--- config.mk ---
export PLATFORM = sky130hd
export DESIGN_NAME = ramb4_s8_fifo_ctrl
export DESIGN_NICKNAME = d
export VERILOG_FILES = /design/src/rtl/ramb4_s8_fifo_ctrl.sv
export SDC_FILE = /design/constraint.sdc
export NUM_CORES = 1
export LEC_CHECK = 0
export CAP_MARGIN = 20
export CORE_MARGIN = 10
export CORE_UTILIZATION = 44
export CTS_CLUSTER_SIZE = 12
export DETAILED_ROUTE_END_ITERATION = 7
export MAX_ROUTING_LAYER = met4
export PLACE_DENSITY = 0.8
export SETUP_SLACK_MARGIN = 0.02
export SYNTH_ARGS = -nofsm -noshare
export SYNTH_HDL_FRONTEND = slang
export SYNTH_SLANG_ARGS = --single-unit
--- constraint.sdc ---
create_clock -name clk_i -period 4.6 [get_ports clk_i]
set_input_delay 0.92 -clock clk_i [delete_from_list [all_inputs] [get_ports clk_i]]
set_output_delay 0.92 -clock clk_i [all_outputs]
set_load 0.005 [all_outputs]
--- src/rtl/ramb4_s8_fifo_ctrl.sv ---
// Single-clock FIFO controller around a 512x8 dual-port block RAM.
// Port A is write-only, port B is read-only; read data arrives one cycle after an accepted read.
module ramb4_s8_fifo_ctrl #(
   parameter int unsigned ADDR_WIDTH    = 9,
   parameter int unsigned DATA_WIDTH    = 8,
   parameter int unsigned AFULL_THRESH  = 448,
   parameter int unsigned AEMPTY_THRESH = 16
) (
   input  logic                  clk_i,
   input  logic                  rst_i,
   input  logic                  wr_en_i,
   input  logic [DATA_WIDTH-1:0] wr_data_i,
   input  logic                  rd_en_i,
   output logic [DATA_WIDTH-1:0] rd_data_o,
   output logic                  rd_valid_o,
   output logic                  full_o,
   output logic                  empty_o,
   output logic                  almost_full_o,
   output logic                  almost_empty_o,
   output logic [ADDR_WIDTH:0]   count_o,
   output logic                  overflow_o,
   output logic                  underflow_o,
   output logic [ADDR_WIDTH-1:0] ram_addra_o,
   output logic [DATA_WIDTH-1:0] ram_dia_o,
   output logic                  ram_ena_o,
   output logic                  ram_wea_o,
   output logic [ADDR_WIDTH-1:0] ram_addrb_o,
   output logic                  ram_enb_o,
   input  logic [DATA_WIDTH-1:0] ram_dob_i
);

   localparam logic [ADDR_WIDTH:0] AfullCnt  = AFULL_THRESH[ADDR_WIDTH:0];
   localparam logic [ADDR_WIDTH:0] AemptyCnt = AEMPTY_THRESH[ADDR_WIDTH:0];

   logic [ADDR_WIDTH-1:0] wptr_q, wptr_d;
   logic [ADDR_WIDTH-1:0] rptr_q, rptr_d;
   logic [ADDR_WIDTH:0]   count_q, count_d;
   logic                  rd_valid_q, overflow_q, underflow_q;
   logic [DATA_WIDTH-1:0] rd_hold_q;
   logic                  full, empty, wr_acc, rd_acc;

   // Occupancy never exceeds the depth, so the count MSB alone marks full.
   assign full   = count_q[ADDR_WIDTH];
   assign empty  = (count_q == '0);
   assign wr_acc = wr_en_i & ~full & ~rst_i;
   assign rd_acc = rd_en_i & ~empty & ~rst_i;

   always_comb begin
      wptr_d  = wptr_q;
      rptr_d  = rptr_q;
      count_d = count_q;
      if (wr_acc) wptr_d = wptr_q + 1'b1;
      if (rd_acc) rptr_d = rptr_q + 1'b1;
      unique case ({wr_acc, rd_acc})
         2'b10:   count_d = count_q + 1'b1;
         2'b01:   count_d = count_q - 1'b1;
         default: count_d = count_q;
      endcase
   end

   always_ff @(posedge clk_i or posedge rst_i) begin
      if (rst_i) begin
         wptr_q      <= '0;
         rptr_q      <= '0;
         count_q     <= '0;
         rd_valid_q  <= 1'b0;
         overflow_q  <= 1'b0;
         underflow_q <= 1'b0;
         rd_hold_q   <= '0;
      end else begin
         wptr_q      <= wptr_d;
         rptr_q      <= rptr_d;
         count_q     <= count_d;
         rd_valid_q  <= rd_acc;
         overflow_q  <= wr_en_i & full;
         underflow_q <= rd_en_i & empty;
         if (rd_valid_q) rd_hold_q <= ram_dob_i;
      end
   end

   // Pass RAM output through while valid, otherwise show the last delivered byte.
   assign rd_data_o      = rd_valid_q ? ram_dob_i : rd_hold_q;
   assign rd_valid_o     = rd_valid_q;
   assign full_o         = full;
   assign empty_o        = empty;
   assign almost_full_o  = (count_q >= AfullCnt);
   assign almost_empty_o = (count_q <= AemptyCnt);
   assign count_o        = count_q;
   assign overflow_o     = overflow_q;
   assign underflow_o    = underflow_q;
   assign ram_addra_o    = wptr_q;
   assign ram_dia_o      = wr_data_i;
   assign ram_ena_o      = wr_acc;
   assign ram_wea_o      = wr_acc;
   assign ram_addrb_o    = rptr_q;
   assign ram_enb_o      = rd_acc;

endmodule

Yosys cells after proc, flatten, opt, wreduce, memory -nomap -nowiden
Index checks and enable logic that the tools add are counted.
- input bits: 20
- memories kept: 0
- logic and storage cells: 28
- memory bits (writable): 0
- memory bits (read-only): 0
- register bits: 39
- output and inout port bits: 54
- latch bits: 0
- $add $sub $neg: 4
- shift operators: 0
- reductions and logical operators: 2
- multipliers: 0
- muxes and demuxes: 2
- bitwise gates (word level): 9
- equal/unequal tests: 2
- div/mod/pow operators: 0
- $lt $le $gt $ge: 2
- operators with widths (cell ; count):
    case mux 10 bit (2 select lines) ; 1
    adder 9 x 1 -> 9 bit, second input constant ; 2
    adder 10 x 1 -> 10 bit, second input constant ; 1
    greater-or-equal comparator 10 x 9 -> 1 bit, second input constant ; 1
    less-or-equal comparator 10 x 5 -> 1 bit, second input constant ; 1
    zero test 10 bit ; 1
    subtractor 10 x 1 -> 10 bit, second input constant ; 1
    two-way mux 8 bit ; 1
    bitwise AND 1 bit ; 6
    inverter 1 bit ; 3
    equality test 2 x 1 -> 1 bit, second input constant ; 1
    equality test 2 bit, second input constant ; 1
    nonzero test 2 bit ; 1

Longest topological paths before layout
- depth in word-level cells: 6
- mapped depth: 13
- mapped depth without buffers: 12

Least setup slack after synthesis
No wires, ideal clock.
- kind: register to register
- from: reg count_q[6] (netlist: count_o[6])
- to: reg count_q[9] (netlist: count_o[9])
- stages on the path, launching flop included: 14
- setup slack: 1.104 ns
- arrival time: 3.416 ns
- data required time: 4.520 ns
- buffers on the path: 1
- library setup time: 0.080 ns
- clock period less this slack: 3.496 ns
- cells stage by stage: dfrtp_1 -> or4_4 -> nor4_4 -> or3b_1 -> buf_6 -> inv_2 -> ha_1 -> ha_1 -> a21oi_1 -> nor2_1 -> a311o_1 -> a221oi_1 -> mux2i_1 -> xnor2_1
- word-level cells in the longest chain between the ends: 6
- elaborated cells on any way between the ends: 10
- those cells by class: 2 x add/sub; 2 x eq/ne; 1 x mux; 3 x bitwise; 2 x reduce/logical
- ends and longest elaborated chain (element ; line ; source):
    from (decl) ; 37 ; logic [ADDR_WIDTH:0] count_q, count_d;
    from (signal assigned) ; 73 ; count_q <= count_d;
    zero test 10 bit (*) ; 44 ; assign empty = (count_q == '0);
    via empty_o ; 17 ; output logic empty_o,
    inverter 1 bit (*) ; 46 ; assign rd_acc = rd_en_i & ~empty & ~rst_i;
    bitwise AND 1 bit (*) (2 in series) ; 46 ;
    via ram_enb_o ; 28 ; output logic ram_enb_o,
    equality test 2 x 1 -> 1 bit or equality test 2 bit (tied branches) ; 54 ; unique case ({wr_acc, rd_acc})
    case mux 10 bit (2 select lines) or nonzero test 2 bit (tied branches) ; n/a ;
Mark *: on every way through the listed nets, which the timed path passes. The rest lies on a longest branch.
A chain may end at the register's enable or synchronous reset.

Final worst setup path
- from: in rst_i
- to: reg count_q[9] (netlist: count_o[9])
- word-level cells in the longest chain between the ends: 4
- elaborated cells on any way between the ends: 7
- those cells by class: 2 x eq/ne; 1 x mux; 3 x bitwise; 1 x reduce/logical
- ends and longest elaborated chain (element ; line ; source):
    from (decl) ; 10 ; input logic rst_i,
    inverter 1 bit (*) ; 45, 46 ;
    bitwise AND 1 bit, on equally long branches ; 46, 45 ;
    equality test 2 x 1 -> 1 bit or equality test 2 bit (tied branches) ; 54 ;
    case mux 10 bit (2 select lines) or nonzero test 2 bit (tied branches) ; n/a ;
Every way passes the cells marked *; elsewhere a longest branch is shown, timed or not.

==> key figures <==
Pwr
  – Peak VDD IR: approximately 0.29 mV
  – Leakage: about 1.2 nW
  – Cell area power density: 568 nW/um^2

Clocking
  – Clock Latency Late Sink: 0.29 ns
  – CTS Root Cell: clkbuf_8
  – Clock slew at reported path FFs: 0.08 ns
  – CTS Hold Buffers Added: 0
  – Resized cells post-CTS: 0
  – Maximum buffer depth of the clock tree: 2
  – # clock sinks: 39
  – Setup bufs post-CTS: 0
  – H-tree Lvls: 2
  – Clock buffer count from CTS: 5
  – CTS tree: yes

Drt
  – Starting DRC count in detailed routing: 40
  – DRC: 0
  – Drt pass-1 iters: 4
  – Wirelength per Cell: approximately 16 um
  – Via count: 1469
  – Vias/cell: 5.23
  – Post-Route WL: 4470 um
  – Post-DRT Antenna Nets: 0

Hold path
  – Hold Path Sink: ram_addra_o[8]$_DFFE_PP0P_
  – HP Class: reg -> reg
  – Hold_sp: ram_addra_o[8]$_DFFE_PP0P_
  – Hold Path Cell Cnt: 1

STA
  – Min Tclk post-route: 3.95 ns
  – Tcrit/Tclk final: a little under nine tenths
  – Clock Skews: 0.00655 ns
  – RSZ-0062 raised after global routing: no
  – Max-slew violation count: 0
  – Final Hold Viols: 0
  – FMAX: around 250 MHz
  – # setup viols final: 0
  – Fin Setup TNS: 0 ns
  – Relative max-transition margin: 52.1%
  – Slew @ Worst Pin: 0.718 ns

Yosys
  – Post-synth cell types: 37
  – Post-synthesis cell count: between 150 and 200
  – Mux contribution to synthesized area: under 10%
  – Post-synthesis cell area: between 1500 and 2000 um^2
  – Net count after synthesis: 207
  – Top cell type's share of synthesized area: 49.0%
  – Area contributors post-synth: dfrtp_1 (49%), xnor2_1 (7.5%), ha_1 (6.9%), mux2_2 (5.7%), buf_4 (3.8%)
  – Synthesized area per cell: 11.4 um^2
  – Synth Area in Simple Gates: roughly 14%
  – Post-synth top area cell: dfrtp_1
  – Post-Synth XOR/XNOR Area: 10.6%
  – Adder-cell share of the synthesized area: slightly below 8%
  – Seq/Total Area, Yosys: 49.0%
  – Complex-gate fraction of the synthesized area: 6.60%
  – Ys Warns: 0
  – Yosys reg bits: 39
  – Main combinational cell family by area after synthesis: simple AND/OR/NAND/NOR gates

Final layout
  – # fillers: between 300 and 400
  – Final core utilization: 61.2%
  – Final net count: 260
  – Share of cells above drive strength 1: between 10% and 20%
  – Most frequent cells in the layout: clkdlybuf4s50_1 (57), dfrtp_1 (39), xnor2_1 (17)
  – Most common cell after layout, fill and taps aside: clkdlybuf4s50_1
  – # diodes: 0
  – Layout area overhead: 33.8%

Global routing
  – Initial antenna violation count: 0
  – Largest net degree at the start of global routing: 22
  – Total track usage: between 10% and 20%
  – Gr ovfl total: 0
  – Vias in the first global route: 1583
  – First-pass GRT wire length: between 7000 and 8000 um

Placed design
  – Gpl congestion: 0.798
  – Post-DP HPWL: ~3500 um
  – Buffers on Ports: 57

Critical path
  – Critical path arrival: about 4.2 ns
  – Startpoint types: input port
  – Slowest cell on crit path: or3b_1
  – Crit Path Max Fanout: 11
  – FF-to-FF Start: count_o[6]$_DFFE_PP0P_
  – Crit. End Element: flop
  – Crit Path Class: in -> reg
  – Worst R2R End: count_o[9]$_DFFE_PP0P_
  – Worst reg-to-reg setup slack: a little over 0.7 ns
  – CP most frequent cell: ha_1
  – Crit path largest cell delay: 0.52 ns
  – Data required time of the worst path: 4.82 ns
  – Worst Reg-to-Reg Cells: 12
  – Crit-path cells: clkdlybuf4s50_1 > or3b_1 > inv_2 > ha_1 > ha_1 > a21oi_1 > nor2_1 > a311o_1 > a221oi_1 > mux2i_1 > xnor2_1

Status
  – Status: completed

Flow run
  – Maxcap violations: 0

Die
  – Die ar.: approximately 7600 um^2
  – Initial Util: 45.7%
  – # rows: 24
  – I/O pins: 74
  – Core area: 4350 um^2
  – Horiz. Die Dim: around 87 um
  – Die height: just under 90 um
[worst max path at each step]
stage | from | end | slack [ns] | cells after the start
after floorplan | count_o[6]$_DFFE_PP0P_ | count_o[9]$_DFFE_PP0P_ | 1.10 | 13
after global placement | rst_i | count_o[9]$_DFFE_PP0P_ | 0.48 | 11
after detailed placement | rst_i | count_o[9]$_DFFE_PP0P_ | 0.35 | 11
after CTS | rst_i | count_o[9]$_DFFE_PP0P_ | 0.66 | 11
after global routing | rst_i | count_o[9]$_DFFE_PP0P_ | 0.52 | 11
final | rst_i | count_o[9]$_DFFE_PP0P_ | 0.65 | 11
[kinds of logic after synthesis]
group / Yosys count
compound gates: 21
xor+xnor: 24
fa+ha+maj: 12
buf+inv: 19
flops: 39
mux: 11
simple gates: 49
[metrics by stage]
stage / std cells / hold WS [ns] / instance area (um^2) / setup slack (ns) / power [mW]
final: 281 / 0.477 / 2660 / 0.651 / 1.51
after global routing: 281 / 0.504 / 2660 / 0.521 / 1.64
after CTS: 281 / 0.481 / 2660 / 0.661 / 1.54
after detailed placement: 273 / 0.467 / 2550 / 0.350 / 1.25
after global placement: 273 / 0.462 / 2550 / 0.485 / 1.23
after floorplan: 175 / 0.468 / 1990 / 1.10 / 0.901
[sequential cells by signal (all words and copies together) (netlist names)]
name,flops
count_o,10
rd_hold_q,8
underflow_o,1
overflow_o,1
ram_addrb_o,9
rd_valid_o,1
ram_addra_o,9
[layer usage]
layer  up-vias  part of all wire, %  global-route usage, %
met2        56                   44                   19.3
met3         8                  8.9                   5.06
met4         0                  1.2                   3.77
met1       706                   45                   15.8
li1        699                    -                      -
met5         -                    0                      -
[cells in the mapped netlist]
library cell,count
nor2b_1,2
buf_4,10
xor2_1,7
nand2_1,16
o211ai_1,1
a311o_1,1
nor3b_2,1
a211oi_1,1
buf_6,1
a31o_2,1
clkbuf_1,3
a41oi_1,1
nor4_4,1
or3b_1,1
dfrtp_1,39
a21o_1,1
nor2_2,2
and3_1,3
fa_1,1
mux2_2,10
or4_4,1
a221oi_1,1
a21oi_1,7
xnor2_1,17
inv_2,1
o21bai_1,1
and4_1,1
ha_1,11
or4_1,2
mux2i_1,1
o21ai_0,6
nor2_1,6
nand3_1,8
and2_1,2
inv_1,4
nand4_1,2
nor3b_1,1
[worst max-delay path, delay by kind of cell]
family | cells | cell delay [ns]
AOI/OAI and AO/OA | 3 | 0.89
adders and majority gates | 2 | 0.77
buffers and inverters | 2 | 0.59
and+or+nand+nor | 2 | 0.58
muxes | 1 | 0.27
xor gates and xnor gates | 1 | 0.13
[area by class of cell]
type                       instances  area (um^2)  share of cell area, %
tap                               52         65.1                   2.44
inverter                           5         18.8                  0.705
clock buffer                       5         68.8                   2.58
multi-input combinational        117          898                   33.7
clock inverter                     3         43.8                   1.64
timing repair buffer              60          593                   22.3
sequential                        39          976                   36.6
[where the power goes]
part | switching, mW | total (mW) | internal [mW] | leakage, nW
clock network | 0.123 | 0.284 | 0.161 | 0.0581
logic | 0.262 | 0.654 | 0.392 | 0.612
registers | 0.125 | 0.575 | 0.451 | 0.490
total | 0.509 | 1.51 | 1.00 | 1.16
Power figures use the tool's default switching activity.
